File: config.mk
export PLATFORM = sky130hd
export DESIGN_NAME = store_arbiter
export DESIGN_NICKNAME = d
export VERILOG_FILES = /design/src/rtl/store_arbiter.sv
export SDC_FILE = /design/constraint.sdc
export NUM_CORES = 1
export LEC_CHECK = 0
export BUFFER_PORTS_ARGS = -buffer_cell sky130_fd_sc_hd__buf_4
export CELL_PAD_IN_SITES_DETAIL_PLACEMENT = 1
export CELL_PAD_IN_SITES_GLOBAL_PLACEMENT = 1
export CORE_ASPECT_RATIO = 0.7
export CORE_MARGIN = 1.5
export CORE_UTILIZATION = 31
export CTS_CLUSTER_DIAMETER = 30
export DETAILED_ROUTE_END_ITERATION = 10
export PLACE_DENSITY = 0.86
export SYNTH_ARGS = -nofsm -noshare
export SYNTH_HDL_FRONTEND = slang
export SYNTH_SLANG_ARGS = --single-unit
File: constraint.sdc
create_clock -name clk -period 5.25 [get_ports clk]
set_clock_uncertainty 0.2 [all_clocks]
set_input_delay 1.05 -clock clk [delete_from_list [all_inputs] [get_ports clk]]
set_output_delay 1.05 -clock clk [all_outputs]
set_load 0.02 [all_outputs]
File: src/rtl/store_arbiter.sv
`default_nettype none
// ============================================================================
// Module      : store_arbiter
// Description : Two-port arbiter/sequencer in front of a single-port 256x32
//               data store. Serialises port 0 (CPU) and port 1 (DMA/debug)
//               accesses as ACCESS + RESP pairs, drives the store address,
//               write enable and write data, registers read data and returns
//               a one-cycle acknowledge per completed access.
// Revision    : 1.0 - initial release
// ----------------------------------------------------------------------------
// Ports
//   clk, rst_n              clock (store writes on falling edge), async
//                           active-low reset
//   req/we/addr/wdata/lockN per-port request, direction, address, write
//                           data and burst-lock (N = 0,1)
//   ackN, rdataN, errN      one-cycle completion pulse, registered read data,
//                           out-of-range flag (valid while ackN = 1)
//   mem_wren/adr/din        store controls, decoded from state
//   mem_dout                store asynchronous read data
//   busy                    high while in ACCESS or RESP
// Configuration
//   STORE_ARB_ROUND_ROBIN_EN  defined   : round-robin on simultaneous requests
//                             undefined : fixed priority, port 0 wins
// ============================================================================
module store_arbiter #(
    parameter int MAX_BURST  = 4,
    parameter int ADDR_LIMIT = 256
) (
    input  logic        clk,
    input  logic        rst_n,
    input  logic        req0,
    input  logic        we0,
    input  logic [31:0] addr0,
    input  logic [31:0] wdata0,
    input  logic        lock0,
    output logic        ack0,
    output logic [31:0] rdata0,
    output logic        err0,
    input  logic        req1,
    input  logic        we1,
    input  logic [31:0] addr1,
    input  logic [31:0] wdata1,
    input  logic        lock1,
    output logic        ack1,
    output logic [31:0] rdata1,
    output logic        err1,
    output logic        mem_wren,
    output logic [31:0] mem_adr,
    output logic [31:0] mem_din,
    input  logic [31:0] mem_dout,
    output logic        busy
);

    localparam int          BW           = (MAX_BURST > 1) ? $clog2(MAX_BURST) : 1;
    localparam logic [BW-1:0] c_BURST_LAST = BW'(MAX_BURST - 1);
    localparam logic [31:0] c_ADDR_LIMIT = 32'(ADDR_LIMIT);

    typedef enum logic [1:0] {
        ST_IDLE   = 2'd0,
        ST_ACCESS = 2'd1,
        ST_RESP   = 2'd2
    } state_t;

    state_t        r_state;
    logic          r_grant;
    logic [BW-1:0] r_burst;
    logic          r_ack0, r_ack1, r_err0, r_err1;
    logic [31:0]   r_rdata0, r_rdata1;
`ifdef STORE_ARB_ROUND_ROBIN_EN
    logic          r_ptr;   // port preferred on the next simultaneous request
`endif

    logic        w_req_g, w_we_g, w_lock_g, w_req_o;
    logic [31:0] w_addr_g, w_wdata_g;
    logic        w_in_range, w_any, w_keep, w_force_other, w_win, w_access;

    // Granted-port view of the request inputs
    assign w_req_g    = r_grant ? req1   : req0;
    assign w_req_o    = r_grant ? req0   : req1;
    assign w_we_g     = r_grant ? we1    : we0;
    assign w_lock_g   = r_grant ? lock1  : lock0;
    assign w_addr_g   = r_grant ? addr1  : addr0;
    assign w_wdata_g  = r_grant ? wdata1 : wdata0;
    assign w_in_range = (w_addr_g < c_ADDR_LIMIT);
    assign w_any      = req0 | req1;
    assign w_access   = (r_state == ST_ACCESS);

    // Locked burst continues only while below the burst limit
    assign w_keep = (r_state == ST_RESP) && w_lock_g && w_req_g && (r_burst < c_BURST_LAST);
    // Burst limit exhausted with the other port waiting: hand the grant over
    assign w_force_other = (r_state == ST_RESP) && w_lock_g && w_req_g &&
                           (r_burst >= c_BURST_LAST) && w_req_o;

    always_comb begin
        w_win = 1'b0;
        if (w_force_other) begin
            w_win = ~r_grant;
        end else if (req0 && req1) begin
`ifdef STORE_ARB_ROUND_ROBIN_EN
            w_win = r_ptr;
`else
            w_win = 1'b0;
`endif
        end else begin
            w_win = req1;
        end
    end

    always_ff @(posedge clk or negedge rst_n) begin
        if (!rst_n) begin
            r_state  <= ST_IDLE;
            r_grant  <= 1'b0;
            r_burst  <= '0;
            r_ack0   <= 1'b0;
            r_ack1   <= 1'b0;
            r_err0   <= 1'b0;
            r_err1   <= 1'b0;
            r_rdata0 <= 32'd0;
            r_rdata1 <= 32'd0;
`ifdef STORE_ARB_ROUND_ROBIN_EN
            r_ptr    <= 1'b0;
`endif
        end else begin
            r_ack0 <= 1'b0;
            r_ack1 <= 1'b0;
            case (r_state)
                ST_IDLE: begin
                    if (w_any) begin
                        r_grant <= w_win;
`ifdef STORE_ARB_ROUND_ROBIN_EN
                        r_ptr   <= ~w_win;
`endif
                        r_state <= ST_ACCESS;
                    end
                end
                ST_ACCESS: begin
                    // mem_dout already reflects a write committed at the falling edge
                    if (r_grant) begin
                        r_ack1   <= 1'b1;
                        r_rdata1 <= w_in_range ? mem_dout : 32'd0;
                        r_err1   <= ~w_in_range;
                    end else begin
                        r_ack0   <= 1'b1;
                        r_rdata0 <= w_in_range ? mem_dout : 32'd0;
                        r_err0   <= ~w_in_range;
                    end
                    r_state <= ST_RESP;
                end
                ST_RESP: begin
                    if (w_keep) begin
                        r_burst <= r_burst + 1'b1;
                        r_state <= ST_ACCESS;
                    end else begin
                        r_burst <= '0;
                        if (w_any) begin
                            r_grant <= w_win;
`ifdef STORE_ARB_ROUND_ROBIN_EN
                            r_ptr   <= ~w_win;
`endif
                            r_state <= ST_ACCESS;
                        end else begin
                            r_state <= ST_IDLE;
                        end
                    end
                end
                default: r_state <= ST_IDLE;
            endcase
        end
    end

    // Store controls are pure state decode so a reset mid-ACCESS kills the write
    assign mem_wren = w_access & w_we_g & w_in_range;
    assign mem_adr  = w_access ? w_addr_g  : 32'd0;
    assign mem_din  = w_access ? w_wdata_g : 32'd0;
    assign busy     = (r_state != ST_IDLE);

    assign ack0   = r_ack0;
    assign ack1   = r_ack1;
    assign err0   = r_err0;
    assign err1   = r_err1;
    assign rdata0 = r_rdata0;
    assign rdata1 = r_rdata1;

endmodule
`default_nettype wire

# After elaboration in Yosys (flattened, before gate mapping)
# Cells that the tools add are included.
# totals
regBits	73
input_bits	168
wordCells	57
# op_classes
add_sub_neg	1
n_lt_le_gt_ge	3
eq_ne	4
muxes	23
bitwise_logic	5
n_reduce_logical	12
# ops
cell	n
$mux W32	5
$lt A32 B9 Y1 const B	1
$mux W1	14
$logic_and A1 B1 Y1	6
$pmux W2 S3	1
$reduce_and A2 Y1	3
$mux W2	2
$ne A2 B2 Y1 const B	2
$reduce_bool A2 Y1	2
$add A2 B1 Y2 const B	1
$and A1 B1 Y1	2
$eq A2 B1 Y1 const B	1
$eq A2 B2 Y1 const B	1
$ge A2 B2 Y1 const B	1
$logic_not A2 Y1	1
$lt A2 B2 Y1 const B	1
$not A1 Y1	2
$pmux W1 S2	1
$or A1 B1 Y1	1

# Longest topological paths before layout
# logic_depth
ltp_word	9
mapped_depth	7
ltp_nobuf	6

# Least setup slack after synthesis
# No wires, ideal clock.
# synth_timing
kind	input -> output
from	in addr1[22]
to	out mem_wren
arrival_ps	2559
t_required_ps	4000
path_slack_ps	1441
cell_stages	3
n_path_buf	0
path_cell_list	or4b_1 > o22a_2 > nor4_1
# synth_between
elab_chain_cells	3
# synth_rtl
item	line_no	text
start, declared	41	input logic [31:0] addr1,
$mux W32	82	assign w_addr_g = r_grant ? addr1 : addr0;
$lt A32 B9 Y1	84	assign w_in_range = (w_addr_g < c_ADDR_LIMIT);
$and A1 B1 Y1	172	assign mem_wren = w_access & w_we_g & w_in_range;
end, declared	47	output logic mem_wren,
# Every way passes these cells.

# Final worst setup path
# layout_timing
from	in addr1[13]
to	out mem_wren
# The elaborated chain is that of the path after synthesis.

==> implementation parameters <==
Parameter                              Value

Drt
  Number of nets with antenna violations after routing ... 0
  Total DRC errors in the routed layout ... 0
  Detailed-route vias per instance ... 5.014
  Wire length per cell after detailed routing ... 20.62 microns
  Initial detailed-routing violation count ... 157
  Drt total wl ... 17880 microns
  Drt first pass iters ... 5
  Total number of vias ... 4347

Min path
  Path category of the worst min-delay check ... reg2reg
  End point of the worst hold path ... r_burst[1]$_DFFE_PN0P_
  Startpoint of the worst hold path ... r_burst[1]$_DFFE_PN0P_
  Worst Hold Depth ... 1

Power
  Power per cell area ... 258.5 nW/um^2
  Leakage ... 3.625 nW
  Final Total Pwr ... 1.761 mW
  Worst IR Drop VDD ... 0.1452 mV

CTS
  Clock tree sinks ... 73
  Hold Buf Count CTS ... 0
  # Post-CTS Setup Buffers ... 0
  Clock tree from TritonCTS ... done
  Root buf cell ... sky130_fd_sc_hd__clkbuf_16
  Maximum number of buffers from clock root to sink ... 2
  Clock latency on the worst-skew pair ... 0.33 ns
  Clk slew on worst S/H paths ... 0.06 ns
  Number of buffers inserted during clock tree synthesis ... 9
  Maximum level of the CTS H-tree ... 3
  PostCTS Resize Cnt ... 0

Yosys
  Compound-gate portion of the synthesized area ... 14.87%
  Mux share of post-synthesis cell area ... 16.19%
  Cell taking the most area after synthesis ... sky130_fd_sc_hd__dfrtp_1
  Sequential fraction of the synthesis area ... 43.86%
  Synth Flop Type ... sky130_fd_sc_hd__dfrtp_1
  Net count of the mapped netlist ... 578
  Top post-synthesis cells by count ... sky130_fd_sc_hd__dfrtp_1, sky130_fd_sc_hd__nor2_1, sky130_fd_sc_hd__mux2i_1
  Syn Inst Count ... 409
  Dominant combinational cell family by area after synthesis ... simple AND/OR/NAND/NOR gates
  Number of register bits inferred by synthesis ... 73
  Asr flop ratio synth ... 100.0%
  Main area contributors after synthesis ... sky130_fd_sc_hd__dfrtp_1, sky130_fd_sc_hd__mux2i_1, sky130_fd_sc_hd__a31o_1
  Fraction of post-synthesis cell area in the top cell type by area ... 43.86%
  Distinct cell type count after synthesis ... 34
  Number of warnings printed during yosys synthesis ... 0
  Area fraction in and, or, nand and nor cells after synthesis ... 20.31%
  Share of synthesized cell area in full adder, half adder and majority cells ... 0.3004%
  Post-synth EDFFs ... 0
  Total standard cell area after synthesis ... 4165 sq um
  Xor and xnor fraction of the mapped netlist area ... 0%
  Count leader, synth ... sky130_fd_sc_hd__dfrtp_1
  Average footprint of a synthesized cell ... 10.18 sq um

Placement
  HPWL after detailed placement ... 13860 microns
  Routability congestion estimate from global placement ... 0.9161
  # port buffers ... 301

Floorplanning
  Initial cell density of the core ... 31.70%
  Number of top-level pins ... 302
  Area inside the core boundary ... 13140 sq um
  Die extent in x ... 141.5 microns
  Number of placement rows ... 35
  Floorplan die height ... 99.98 microns
  Die area ... 14150 sq um

GRT
  Global-route wire length before repair ... 26570 microns
  Antenna violations before repair ... 3
  Pin count of the biggest net entering global routing ... 74
  Number of global-route vias before repair ... 4682
  Remaining Overflow, GRT ... 0
  All-layer global routing usage ... 24.92%

Critical path
  Arr. time, crit path ... 2.71 ns
  Slowest-stage cell, CP ... sky130_fd_sc_hd__nor4_1
  Worst path max stage delay ... 0.47 ns
  Worst path bufs/invs ... 2
  Reg-to-reg slack, setup ... 1.44 ns
  Worst Setup Start Kind ... primary input
  Cell Chain, Critical Path ... buf_4 > nor4_1 > nand4_1 > mux2_2 > nor4_1 > buf_4
  CP Class ... in2out
  Worst reg2reg endpoint ... rdata1[2]$_DFFE_PN0P_
  Kind of capture point of the worst setup path ... primary output
  Worst reg2reg startpoint ... r_grant$_DFFE_PN0P_
  WP data required ... 4.00 ns
  Delay-heaviest family, CP ... simple AND/OR/NAND/NOR gates
  Highest net fanout along the worst path ... 2
  R2r worst-path depth ... 3

Final layout
  Relative area change from synthesis to final layout ... 63.53%
  Final #Nets ... 861
  Final Util ... 51.85%
  Share of post-route cells with drive strength above 1 ... 48.35%

Timing
  Hold Vio Cnt, Final ... 0
  Setup TNS ... 0 ns
  Maximum clock rate ... 252.7 MHz
  Worst hold margin ... 0.3265 ns
  Worst-Margin Slew ... 1.204 ns
  Pins over their slew limit ... 0
  Unrepaired setup endpoints after global routing ... no
  Setup violators final ... 0
  Clock period minus final worst setup slack ... 3.957 ns
  Post-route fraction of the period consumed by the critical path ... 75.37%
  Tightest slew margin relative to the limit ... 19.21%

Job
  Maxcap violations ... 0

Outcome
  Status ... completed
## power by group
group	internal, mW	leakage (nW)	switching [mW]	total [mW]
logic	0.249	2.48	0.291	0.540
clock network	0.369	0.139	0.242	0.611
registers	0.573	1.00	0.0362	0.609
## worst reg2reg max path: cells and delay by family, from the launching register on
kind / cells / cell delay, ns
buffers and inverters: 1 / 1.27
DFF: 1 / 0.73
AOI/OAI and AO/OA: 1 / 0.62
and+or+nand+nor: 1 / 0.87
## logic make-up (layout without fill, tap and decap cells)
family,Yosys count,in the layout
and+or+nand+nor,160,160
DFF,73,73
AOI/OAI and AO/OA,72,72
muxes,67,67
buffers and inverters,36,324
adders and majority gates,1,1
other,0,4
## registers in the layout, indices dropped and copies added (netlist names), 2 cells and up
signal / cells
rdata0: 32
rdata1: 32
r_burst: 2
r_state: 2
## layout by cell type (no fill, tap or decap), types with 2 or more instances in the layout
cell                         Yosys  final
sky130_fd_sc_hd__nand2_1         2      2
sky130_fd_sc_hd__nor2b_1        32     32
sky130_fd_sc_hd__nor2_1         70     69
sky130_fd_sc_hd__clkinvlp_4      0      2
sky130_fd_sc_hd__clkbuf_16       0      9
sky130_fd_sc_hd__a21oi_1         2      2
sky130_fd_sc_hd__and2_1         32     32
sky130_fd_sc_hd__a31o_1         58     58
sky130_fd_sc_hd__diode_2         0      4
sky130_fd_sc_hd__a31o_2          6      6
sky130_fd_sc_hd__nand4_1         3      3
sky130_fd_sc_hd__nor3_4          2      2
sky130_fd_sc_hd__nor4_1         10     10
sky130_fd_sc_hd__mux2i_1        64     64
sky130_fd_sc_hd__dfrtp_1        73     72
sky130_fd_sc_hd__buf_4           0    306
sky130_fd_sc_hd__mux2_2          3      3
## worst max-delay path by stage
stage                        startpoint                     to  cells past startpoint
floorplan                     addr1[22]               mem_wren                      3
global placement              addr1[13]               mem_wren                      6
detailed placement            addr1[13]               mem_wren                      6
CTS                           addr1[13]               mem_wren                      6
global route        r_grant$_DFFE_PN0P_  rdata1[2]$_DFFE_PN0P_                      3
finish                        addr1[13]               mem_wren                      6
## stage by stage
stage               std cells  setup WS [ns]  area [sq um]
global route              867          1.172          6812
detailed placement        847          1.377          6505
global placement          847          1.384          6505
finish                    867          1.293          6812
CTS                       863          1.377          6802
floorplan                 409          1.441          4165
## metal layers
layer  GRT usage [%]  share of wire [%]  vias to the layer above
li1                -                  -                     2026
met1           29.42                 41                     2133
met2           43.60                 50                      168
met3           7.586                7.6                       20
met4           8.089                1.9                        0
met5               0                  0                        -
## cell type report
| class | count | area [sq um] |
|---|---|---|
| diodes | 4 | 10.01 |
| well taps | 166 | 207.7 |
| clock buffers | 10 | 229.0 |
| repair buffers | 306 | 2297 |
| multi-input cells | 300 | 2162 |
| flip-flops and latches | 73 | 1831 |
| fillers | 1523 | 6326 |
| clock inverters | 6 | 67.56 |
| inverters | 2 | 7.507 |
No activity file was read; power rests on OpenSTA's default activity.
